## src/rtl/rv_fetch_stage_pkg.sv

```systemverilog
`default_nettype none
// ============================================================================
// Module      : rv_fetch_stage_pkg
// Description : Shared widths, constants and the fetch queue entry type for
//               the RV32I instruction fetch stage.
// Revision    : 1.0 - initial release
// ============================================================================
package rv_fetch_stage_pkg;

  localparam int ADDR_WIDTH = 32;
  localparam int DATA_WIDTH = 32;

  localparam logic [ADDR_WIDTH-1:0] RESET_PC_DEFAULT = 32'h0000_0000;
  localparam logic [DATA_WIDTH-1:0] INSTR_NOP        = 32'h0000_0013;

  // One reservation slot: the fetch address and, once returned, its word.
  typedef struct packed {
    logic [ADDR_WIDTH-1:0] pc;
    logic [DATA_WIDTH-1:0] instr;
    logic                  filled;
  } fetch_entry_t;

endpackage
`default_nettype wire

```

## src/rtl/rv_fetch_queue.sv

```systemverilog
`default_nettype none
// ============================================================================
// Module      : rv_fetch_queue
// Description : Circular reservation queue of fetch entries. Entries are
//               allocated at issue time, filled in order as responses return
//               and popped from the head when ID accepts them.
// Revision    : 1.0 - initial release
// ============================================================================
module rv_fetch_queue
  import rv_fetch_stage_pkg::*;
#(
  parameter  int QDEPTH = 4,
  localparam int CW     = $clog2(QDEPTH) + 1
) (
  input  logic                  clk,
  input  logic                  rst_n,
  input  logic                  alloc,
  input  logic [ADDR_WIDTH-1:0] alloc_pc,
  input  logic                  fill,
  input  logic [DATA_WIDTH-1:0] fill_data,
  input  logic                  pop,
  input  logic                  flush,
  output logic [CW-1:0]         count,
  output fetch_entry_t          head
);

  localparam int PW = $clog2(QDEPTH);

  fetch_entry_t          entries [QDEPTH];
  logic [PW-1:0]         head_ptr;
  logic [PW-1:0]         tail_ptr;
  logic [PW-1:0]         fill_ptr;

  // Pointer/count bookkeeping and entry storage; flush drops every entry.
  always_ff @(posedge clk or negedge rst_n) begin
    if (!rst_n) begin
      head_ptr <= '0;
      tail_ptr <= '0;
      fill_ptr <= '0;
      count    <= '0;
      for (int i = 0; i < QDEPTH; i++) begin
        entries[i].pc     <= '0;
        entries[i].instr  <= INSTR_NOP;
        entries[i].filled <= 1'b0;
      end
    end else if (flush) begin
      head_ptr <= '0;
      tail_ptr <= '0;
      fill_ptr <= '0;
      count    <= '0;
      for (int i = 0; i < QDEPTH; i++) begin
        entries[i].filled <= 1'b0;
      end
    end else begin
      // A full queue may pop and allocate the same slot; alloc wins the pc.
      if (pop) begin
        entries[head_ptr].filled <= 1'b0;
        head_ptr                 <= head_ptr + PW'(1);
      end
      if (alloc) begin
        entries[tail_ptr].pc     <= alloc_pc;
        entries[tail_ptr].filled <= 1'b0;
        tail_ptr                 <= tail_ptr + PW'(1);
      end
      // The fill pointer always names the oldest allocated, unfilled slot.
      if (fill) begin
        entries[fill_ptr].instr  <= fill_data;
        entries[fill_ptr].filled <= 1'b1;
        fill_ptr                 <= fill_ptr + PW'(1);
      end
      count <= count + CW'(alloc) - CW'(pop);
    end
  end

  assign head = entries[head_ptr];

endmodule
`default_nettype wire

```

## src/rtl/rv_fetch_stage.sv

```systemverilog
`default_nettype none
// ============================================================================
// Module      : rv_fetch_stage
// Description : RV32I IF stage. Owns the PC, issues word fetches to imem,
//               buffers in-order responses and hands {pc, pc+4, instr} to ID.
//               EX redirects flush the queue and discard wrong-path returns.
// Revision    : 1.0 - initial release
// ============================================================================
module rv_fetch_stage
  import rv_fetch_stage_pkg::*;
#(
  parameter logic [ADDR_WIDTH-1:0] RESET_PC = RESET_PC_DEFAULT,
  parameter int                    QDEPTH   = 4
) (
  input  logic                  clk,
  input  logic                  rst_n,
  output logic                  imem_req_valid_o,
  output logic [ADDR_WIDTH-1:0] imem_req_addr_o,
  input  logic                  imem_req_ready_i,
  input  logic                  imem_rsp_valid_i,
  input  logic [DATA_WIDTH-1:0] imem_rsp_data_i,
  input  logic                  redirect_i,
  input  logic [ADDR_WIDTH-1:0] redirect_pc_i,
  output logic                  id_valid_o,
  input  logic                  id_ready_i,
  output logic [ADDR_WIDTH-1:0] id_pc_o,
  output logic [ADDR_WIDTH-1:0] id_pc4_o,
  output logic [DATA_WIDTH-1:0] id_instr_o
);

  localparam int            CW       = $clog2(QDEPTH) + 1;
  localparam logic [CW-1:0] QDEPTH_C = CW'(QDEPTH);

  logic [ADDR_WIDTH-1:0] pc;
  logic [CW-1:0]         outstanding;
  logic [CW-1:0]         drop_cnt;
  logic [CW-1:0]         q_count;
  fetch_entry_t          head;
  logic                  pop;
  logic                  issue;
  logic                  rsp_take;
  logic                  rsp_fill;

  // Handshake decode. Issue is held off during reset so the first request
  // appears only once rst_n is released. The outstanding term only binds
  // after a redirect, when dropped responses have no queue slot of their own.
  always_comb begin
    id_valid_o       = head.filled && !redirect_i;
    pop              = id_valid_o && id_ready_i;
    imem_req_valid_o = rst_n && !redirect_i
                       && ((q_count < QDEPTH_C) || pop)
                       && ((outstanding < QDEPTH_C) || imem_rsp_valid_i);
    issue            = imem_req_valid_o && imem_req_ready_i;
    rsp_take         = imem_rsp_valid_i && (outstanding != '0);
    rsp_fill         = rsp_take && (drop_cnt == '0) && !redirect_i;
  end

  assign imem_req_addr_o = pc;
  assign id_pc_o         = head.pc;
  assign id_pc4_o        = head.filled ? head.pc + ADDR_WIDTH'(4) : '0;
  assign id_instr_o      = head.instr;

  // PC and in-flight accounting; a redirect re-targets the PC and marks every
  // still-unanswered request as wrong-path.
  always_ff @(posedge clk or negedge rst_n) begin
    if (!rst_n) begin
      pc          <= RESET_PC;
      outstanding <= '0;
      drop_cnt    <= '0;
    end else if (redirect_i) begin
      pc          <= {redirect_pc_i[ADDR_WIDTH-1:2], 2'b00};
      outstanding <= outstanding - CW'(rsp_take);
      drop_cnt    <= outstanding - CW'(rsp_take);
    end else begin
      if (issue) begin
        pc <= pc + ADDR_WIDTH'(4);
      end
      outstanding <= outstanding + CW'(issue) - CW'(rsp_take);
      if (rsp_take && (drop_cnt != '0)) begin
        drop_cnt <= drop_cnt - CW'(1);
      end
    end
  end

  rv_fetch_queue #(
    .QDEPTH    (QDEPTH)
  ) u_queue (
    .clk       (clk),
    .rst_n     (rst_n),
    .alloc     (issue),
    .alloc_pc  (pc),
    .fill      (rsp_fill),
    .fill_data (imem_rsp_data_i),
    .pop       (pop),
    .flush     (redirect_i),
    .count     (q_count),
    .head      (head)
  );

  // imem must never answer when nothing is in flight.
  a_no_orphan_rsp: assert property (@(posedge clk) disable iff (!rst_n)
    imem_rsp_valid_i |-> (outstanding != '0));

  // In-flight counters stay within the queue depth.
  a_counters_bounded: assert property (@(posedge clk) disable iff (!rst_n)
    (outstanding <= QDEPTH_C) && (drop_cnt <= outstanding));

endmodule
`default_nettype wire

```

## config.mk

```make
export PLATFORM = sky130hd
export DESIGN_NAME = rv_fetch_stage
export DESIGN_NICKNAME = d
export VERILOG_FILES = /design/src/rtl/rv_fetch_stage_pkg.sv /design/src/rtl/rv_fetch_queue.sv /design/src/rtl/rv_fetch_stage.sv
export SDC_FILE = /design/constraint.sdc
export NUM_CORES = 1
export LEC_CHECK = 0
export BUFFER_PORTS_ARGS = -buffer_cell sky130_fd_sc_hd__buf_2
export CORE_ASPECT_RATIO = 2
export CORE_MARGIN = 2
export CORE_UTILIZATION = 50
export DETAILED_ROUTE_END_ITERATION = 6
export GPL_ROUTABILITY_DRIVEN = 1
export PLACE_DENSITY = 0.75
export SKIP_LAST_GASP = 1
export SLEW_MARGIN = 10
export SYNTH_ARGS = -nofsm -noshare
export SYNTH_HDL_FRONTEND = slang
export SYNTH_SLANG_ARGS = --single-unit
```

## constraint.sdc

```tcl
create_clock -name clk -period 3.29 [get_ports clk]
set_input_delay 0.4935 -clock clk [delete_from_list [all_inputs] [get_ports clk]]
set_output_delay 0.4935 -clock clk [all_outputs]
set_load 0.02 [all_outputs]
```

==> results of run 1 <==
-- path summary, 6_finish.rpt --
| path | from | endpoint | slack (ns) | depth (start not counted) |
|---|---|---|---|---|
| min | rst_n | imem_req_addr_o[4] | 0.07 | 2 |
| min in group clk | redirect_pc_i[5] | imem_req_addr_o[5] | 0.16 | 3 |
| max | u_queue.head_ptr[0] | id_pc4_o[24] | -0.54 | 8 |
| max reg2reg | u_queue.head_ptr[1] | outstanding[2] | 0.19 | 13 |
| min reg2reg | u_queue.entries[121] | u_queue.entries[121] | 0.50 | 1 |
| max in group asynchronous | rst_n | u_queue.entries[141] | 1.89 | 3 |
-- cell usage in the layout (no fill, tap or decap), types with 6 or more instances in the layout --
master       n
a21oi_2     10
a221o_1      6
a31oi_1      9
and3_1       8
and4_1       8
buf_12       7
buf_2      174
buf_4       85
buf_6       18
clkbuf_1     7
clkbuf_16   27
clkbuf_8     6
conb_1       6
dfrtp_1    283
dfstp_2     12
ha_1        21
inv_1       26
mux2_2     251
mux2i_1      7
mux4_2      61
nand2_1     57
nand3_1     16
nand4_1     14
nor2_1      33
nor3_1       9
nor4_1      10
o21ai_0     27
o31ai_1      7
o31ai_4      6
or3_1        6
or4_1        9
or4_4       11
xnor2_1     20
xor2_1      11
-- timing repair --
item | 4_1_cts | 5_1_grt
pin swaps | 11 | 15
endpoints found under the hold margin | 0 | 0
setup buffers | 8 | 10
endpoints found under the setup margin | 29 | 25
gates resized for setup | 42 | 57
cloned | 1 | 1
-- where the power goes --
group | switching, mW | internal [mW] | total, mW
clock | 1.36 | 1.80 | 3.16
combinational | 2.64 | 2.36 | 4.99
sequential | 0.560 | 4.61 | 5.17
-- per-stage QoR --
| step | hold slack [ns] | cells | cell area (µm²) | setup TNS, ns |
|---|---|---|---|---|
| 2_1_floorplan | 0.198 | 1095 | 14700 | 0 |
| 3_3_place_gp | 0.479 | 1645 | 16400 | 0 |
| 3_5_place_dp | 0.488 | 1645 | 16400 | -0.0433 |
| 4_1_cts | 0.0603 | 1702 | 17500 | -7.88 |
| 5_1_grt | 0.104 | 1714 | 17800 | -9.56 |
| 6_report | 0.0675 | 1714 | 17800 | -7.53 |
-- metal layers --
metal / GRT usage, % / vias to the layer above / wire [µm]
met5: 0 / - / 0
met4: 16.3 / 0 / 2520
met3: 3.18 / 118 / 1740
met2: 46.4 / 376 / 21000
met1: 26.1 / 5249 / 13400
li1: - / 4517 / -
-- sequential cells by signal (all words and copies together) (netlist names) --
register          cells
drop_cnt              3
imem_req_addr_o      30
outstanding           3
u_queue.count         3
u_queue.entries     252
u_queue.fill_ptr      2
u_queue.head_ptr      2
u_queue.tail_ptr      2
-- area by class of cell --
type / instances / area (µm²) / share of cell area (%)
clock buffers: 40 / 785 / 4.40
well taps: 360 / 450 / 2.52
flip-flops and latches: 297 / 7450 / 41.8
diodes: 1 / 2.50 / 0.0140
multi-input cells: 692 / 7040 / 39.4
inverters: 27 / 101 / 0.568
repair buffers: 289 / 1920 / 10.8
clock inverters: 8 / 97.6 / 0.547
-- cells by family (layout without fill, tap and decap cells) --
logic type,Yosys count,in the layout,share of synthesized area [%]
and+or+nand+nor,220,221,8.21
other,1,7,0.0256
adders and majority gates,24,24,2.15
xor gates and xnor gates,31,31,1.86
muxes,321,321,29.6
DFF,297,297,50.9
AOI/OAI and AO/OA,89,89,3.95
buffers and inverters,107,364,3.31
-- worst register-to-register path, delay by kind of cell (launching register included) --
family                   cells  cell delay [ns]
buffers and inverters        4             0.56
flip-flops                   1             0.51
AO/OA/AOI/OAI                2             0.48
XOR/XNOR                     2             0.35
AND/OR/NAND/NOR              1             0.10
adder cells (fa/ha/maj)      3             0.68
multiplexers                 1             0.36
==> impl_metrics.py, run 1 <==
metrics = {
    "outcome": {
        "status": "complete, but fails checks",
        "violations": "negative setup slack",
    },
    "clocking": {
        "ctsRootBufferMaster": "clkbuf_16",
        "cts_tree": "done",
        "clk_pin_slew_ns": 0.07,
        "postCtsHoldBufs": 0,
        "cts_max_path_buffers": 3,
        "insertion_delay_ns": 0.54,
        "h-tree-depth": 1,
        "cts.sinks": 297,
        "cts_buffers": 27,
    },
    "global_route": {
        "grt_usage_pct": 25.0,
        "grt_max_degree": 165,
        "antenna_found_initial": 1,
        "gr-total-overflow": 0,
        "grt_pass1_vias": 11200,
        "grt_pass1_wl_um": 60300,
    },
    "power": {
        "cellPowerDensity_nw_per_um2": 746,
        "total_power_mw": 13.3,
        "leakage_nw": 8.25,
        "ir_drop_uv": 511,
    },
    "routing": {
        "final_antenna_net_count": 0,
        "routedWlPerCell_um": 22.6,
        "firstDrtPassIters": 5,
        "wirelength_um": 38700,
        "drt_drc_violations_left": 0,
        "initialDrtViolationCount": 474,
        "vias": 10300,
        "vias_per_cell": 5.99,
    },
    "setup_path": {
        "worstPathCellList": "buf_8 -> buf_6 -> mux4_2 -> nand3_4 -> or4_4 -> or4_4 -> a21oi_2 -> buf_6",
        "critPathArrivalTime_ns": 3.34,
        "critPathBufInv": 3,
        "cp_max_fo": 5,
        "crit_type": "reg2out",
        "cp.required_ns": 2.80,
        "setup.worst_path.end_class": "primary output",
        "crit_path_max_incr_delay_ns": 0.66,
        "slowest_stage": "or4_4",
        "crit_family": "simple AND/OR/NAND/NOR gates",
        "startpoint_type": "flip-flop",
    },
    "synthesis": {
        "synth.most_common_cell": "dfrtp_1",
        "syn_area_per_cell_um2": 13.4,
        "synthesis.area_um2": 14600,
        "synthTopCellsByCount": "dfrtp_1, mux2_2, mux4_2, nand2_1, clkbuf_1",
        "synth_top_area_share_pct": 48.7,
        "async_flop_share_pct": 100,
        "synthCells": 1090,
        "yosysWarnings": 0,
        "ys_seq_elements": 297,
        "synth_area_leader_cell": "dfrtp_1",
        "yosysSeqAreaShare_pct": 50.9,
        "ys_types": 52,
        "ys_top_cells_by_area": "dfrtp_1, mux2_2, mux4_2",
        "ys.flop_type": "dfrtp_1",
        "synth-edff-count": 0,
    },
    "timing": {
        "hold_viol": 0,
        "rsz0062_at_grt": "yes",
        "slew_violations": 0,
        "fin_crit_ns": 3.83,
        "setup_viol": 23,
        "layout_setup_ws_ns": -0.542,
        "max_freq_mhz": 261,
        "timing.final.crit_share_pct": 116,
        "skew_ns": 0.0117,
        "max_slew_margin_pct": 39.6,
        "worst_pin_slew_ns": 0.905,
    },
    "cells_and_area": {
        "drive_gt1_share_pct": 52.7,
        "utilization_pct": 61.9,
        "area_growth_pct": 22.0,
        "finalNetCount": 1428,
        "fillers": 2190,
    },
    "place": {
        "dp_slack_ns": -0.0362,
        "io_buffers": 191,
        "gp_congestion": 0.879,
        "hpwlAfterDp_um": 26300,
    },
    "floorplanning": {
        "coreArea_um2": 28800,
        "ios": 200,
        "die_y_um": 246,
        "die_x_um": 125,
        "die_area_um2": 30700,
        "rows": 88,
        "start_util_pct": 50.7,
    },
    "run": {
        "cap_violations": 0,
    },
    "min_path": {
        "hp-class": "in2async",
    },
}
(Power assumes the default switching activity.)
==> run 2, diff against run 1 <==
--- a/config.mk
+++ b/config.mk
@@ -11,7 +11,7 @@
 export CORE_UTILIZATION = 50
 export DETAILED_ROUTE_END_ITERATION = 6
 export GPL_ROUTABILITY_DRIVEN = 1
-export PLACE_DENSITY = 0.75
+export PLACE_DENSITY = 0.72
 export SKIP_LAST_GASP = 1
 export SLEW_MARGIN = 10
 export SYNTH_ARGS = -nofsm -noshare
==> constraint.sdc (replaced) <==
create_clock -name clk -period 4.7 [get_ports clk]
set_input_delay 0.705 -clock clk [delete_from_list [all_inputs] [get_ports clk]]
set_output_delay 0.705 -clock clk [all_outputs]
set_load 0.02 [all_outputs]
==> impl_metrics.py, run 2 (same netlist as run 1, synthesis figures left out) <==
metrics = {
    "clocking": {
        "clk_pin_slew_ns": 0.06,
        "h-tree-depth": 1,
        "cts_buffers": 27,
        "cts_setup_buffers": 0,
        "insertion_delay_ns": 0.55,
        "cts.sinks": 297,
        "cts_max_path_buffers": 3,
        "ctsRootBufferMaster": "clkbuf_16",
        "cts_tree": "done",
    },
    "timing": {
        "max_freq_mhz": 224,
        "skew_ns": 0.0115,
        "layout_setup_ws_ns": 0.242,
        "max_slew_margin_pct": 32.9,
        "worst_pin_slew_ns": 1.01,
        "slew_violations": 0,
        "timing.final.crit_share_pct": 94.9,
        "rsz0062_at_grt": "no",
        "finalSetupTns_ns": 0,
        "setup_viol": 0,
        "fin_crit_ns": 4.46,
        "hold_viol": 0,
    },
    "outcome": {
        "status": "complete, no violations",
    },
    "setup_path": {
        "crit_path_max_incr_delay_ns": 0.70,
        "r2r_setup_slack_ns": 0.84,
        "r2r-end": "outstanding[2]",
        "cp_max_fo": 22,
        "cp.required_ns": 3.99,
        "critPathArrivalTime_ns": 3.75,
        "setup.worst_path.end_class": "primary output",
        "r2r_start": "u_queue.head_ptr[0]",
        "crit_type": "reg2out",
        "startpoint_type": "flip-flop",
        "worstPathCellList": "buf_4 -> mux4_2 -> nand4_4 -> or4_4 -> or4_1 -> a21oi_1 -> buf_2",
        "slowest_stage": "or4_4",
        "reg2regPathDepth": 14,
    },
    "floorplanning": {
        "start_util_pct": 50.7,
        "die_area_um2": 30700,
        "coreArea_um2": 28800,
        "die_x_um": 125,
        "ios": 200,
        "rows": 88,
        "die_y_um": 246,
    },
    "cells_and_area": {
        "area_growth_pct": 14.7,
        "fillers": 2350,
        "final_area_um2": 16800,
        "drive_gt1_share_pct": 46.6,
        "finalNetCount": 1355,
        "regMostFlops": "u_queue.entries",
        "final_common_cell": "dfrtp_1",
        "mostFrequentLayoutCells": "dfrtp_1, mux2_2, buf_2",
        "diodes": 0,
        "largest_reg_flops": 252,
    },
    "power": {
        "ir_drop_uv": 389,
        "p_comb_share_pct": 33.7,
        "cellPowerDensity_nw_per_um2": 524,
        "swShare_pct": 33.6,
        "leakage_nw": 7.78,
        "internal_power_mw": 5.83,
        "p_seq_share_pct": 41.2,
        "p_switching_mw": 2.96,
        "p_clk_share_pct": 25.2,
    },
    "routing": {
        "drt_drc_violations_left": 0,
        "routedWlPerCell_um": 21.7,
        "vias_per_cell": 5.98,
        "wl_met3_um": 1620,
        "highest_layer": "met4",
        "initialDrtViolationCount": 437,
        "firstDrtPassIters": 5,
        "dr_wl_met2_um": 19100,
        "wl_met1_um": 12600,
        "final_antenna_net_count": 0,
        "wirelength_um": 35600,
        "vias": 9804,
    },
    "place": {
        "gp_congestion": 0.830,
        "dp_slack_ns": 0.753,
        "io_buffers": 191,
        "place_area_um2": 15900,
        "hpwlAfterDp_um": 24700,
    },
    "global_route": {
        "grt_usage_pct": 23.4,
        "gr-total-overflow": 0,
        "grt_pass1_wl_um": 56300,
        "grt_pass1_vias": 10300,
        "grt_max_degree": 80,
        "antenna_found_initial": 0,
    },
    "min_path": {
        "hold_depth": 3,
        "min_from": "redirect_pc_i[5]",
        "holdPathEnd": "imem_req_addr_o[5]",
        "hp-class": "in2reg",
    },
    "run": {
        "cap_violations": 0,
    },
}
-- run 2: changes by cell type in the layout (fill, tap and decap cells not counted), sizes merged --
cell | previous run | this run
buf | 288 | 216
clkbuf | 41 | 36
clkinvlp | 3 | 5
clkinv | 4 | 5
diode | 1 | 0
dlygate4sd3 | 0 | 1
or4 | 20 | 19
-- run 2: critical path: cells and delay by family, from the launching register on --
family	cells	cell delay (ns)
muxes	1	0.39
buffers and inverters	2	0.61
DFF	1	0.63
and+or+nand+nor	3	1.37
AOI/OAI and AO/OA	1	0.19
-- run 2: layout make-up --
class | instances | area [µm²] | area share, %
repair buffers | 217 | 1160 | 6.93
inverters | 27 | 101 | 0.604
clock buffers | 36 | 769 | 4.58
well taps | 360 | 450 | 2.68
flip-flops and latches | 297 | 7450 | 44.4
multi-input cells | 691 | 6730 | 40.1
clock inverters | 11 | 121 | 0.723
-- run 2: worst max path at each step --
stage	start	endpoint	slack (ns)
6_report	u_queue.head_ptr[0]	id_pc4_o[31]	0.24
5_1_grt	u_queue.head_ptr[0]	id_pc4_o[31]	0.005
4_1_cts	u_queue.head_ptr[0]	id_pc4_o[31]	0.16
3_5_place_dp	u_queue.head_ptr[0]	id_pc4_o[31]	0.75
3_3_place_gp	u_queue.head_ptr[0]	id_pc4_o[31]	0.78
2_1_floorplan	u_queue.head_ptr[0]	id_pc4_o[24]	1.14
-- run 2: through the flow --
step	total power [mW]	instances	utilization, %	hold WS, ns
3_5_place_dp	6.65	1591	55.1	0.485
2_1_floorplan	5.68	1095	-	0.409
6_report	8.79	1639	58.2	0.375
5_1_grt	9.27	1639	58.2	0.375
3_3_place_gp	6.54	1591	55.1	0.479
4_1_cts	8.89	1639	58.2	0.357
-- run 2: what timing repair did --
item                                   CTS  global route
hold buffers                             1             0
endpoints found under the hold margin   18             0
resized for setup                        0             0
-- run 2: power by group through the flow --
stage                     registers (mW)  clock network, mW  logic [mW]
final                               3.62               2.21        2.96
after global routing                3.71               2.37        3.20
after CTS                           3.62               2.28        3.00
after detailed placement            3.66                  0        2.98
after global placement              3.62                  0        2.92
after floorplan                     3.53                  0        2.15
-- run 2: per-layer routing --
| metal | vias up | global-route usage, % |
|---|---|---|
| met4 | 0 | 14.2 |
| met1 | 5044 | 25.3 |
| met2 | 298 | 43.1 |
| met3 | 97 | 2.92 |
| li1 | 4365 | - |
| met5 | - | 0 |
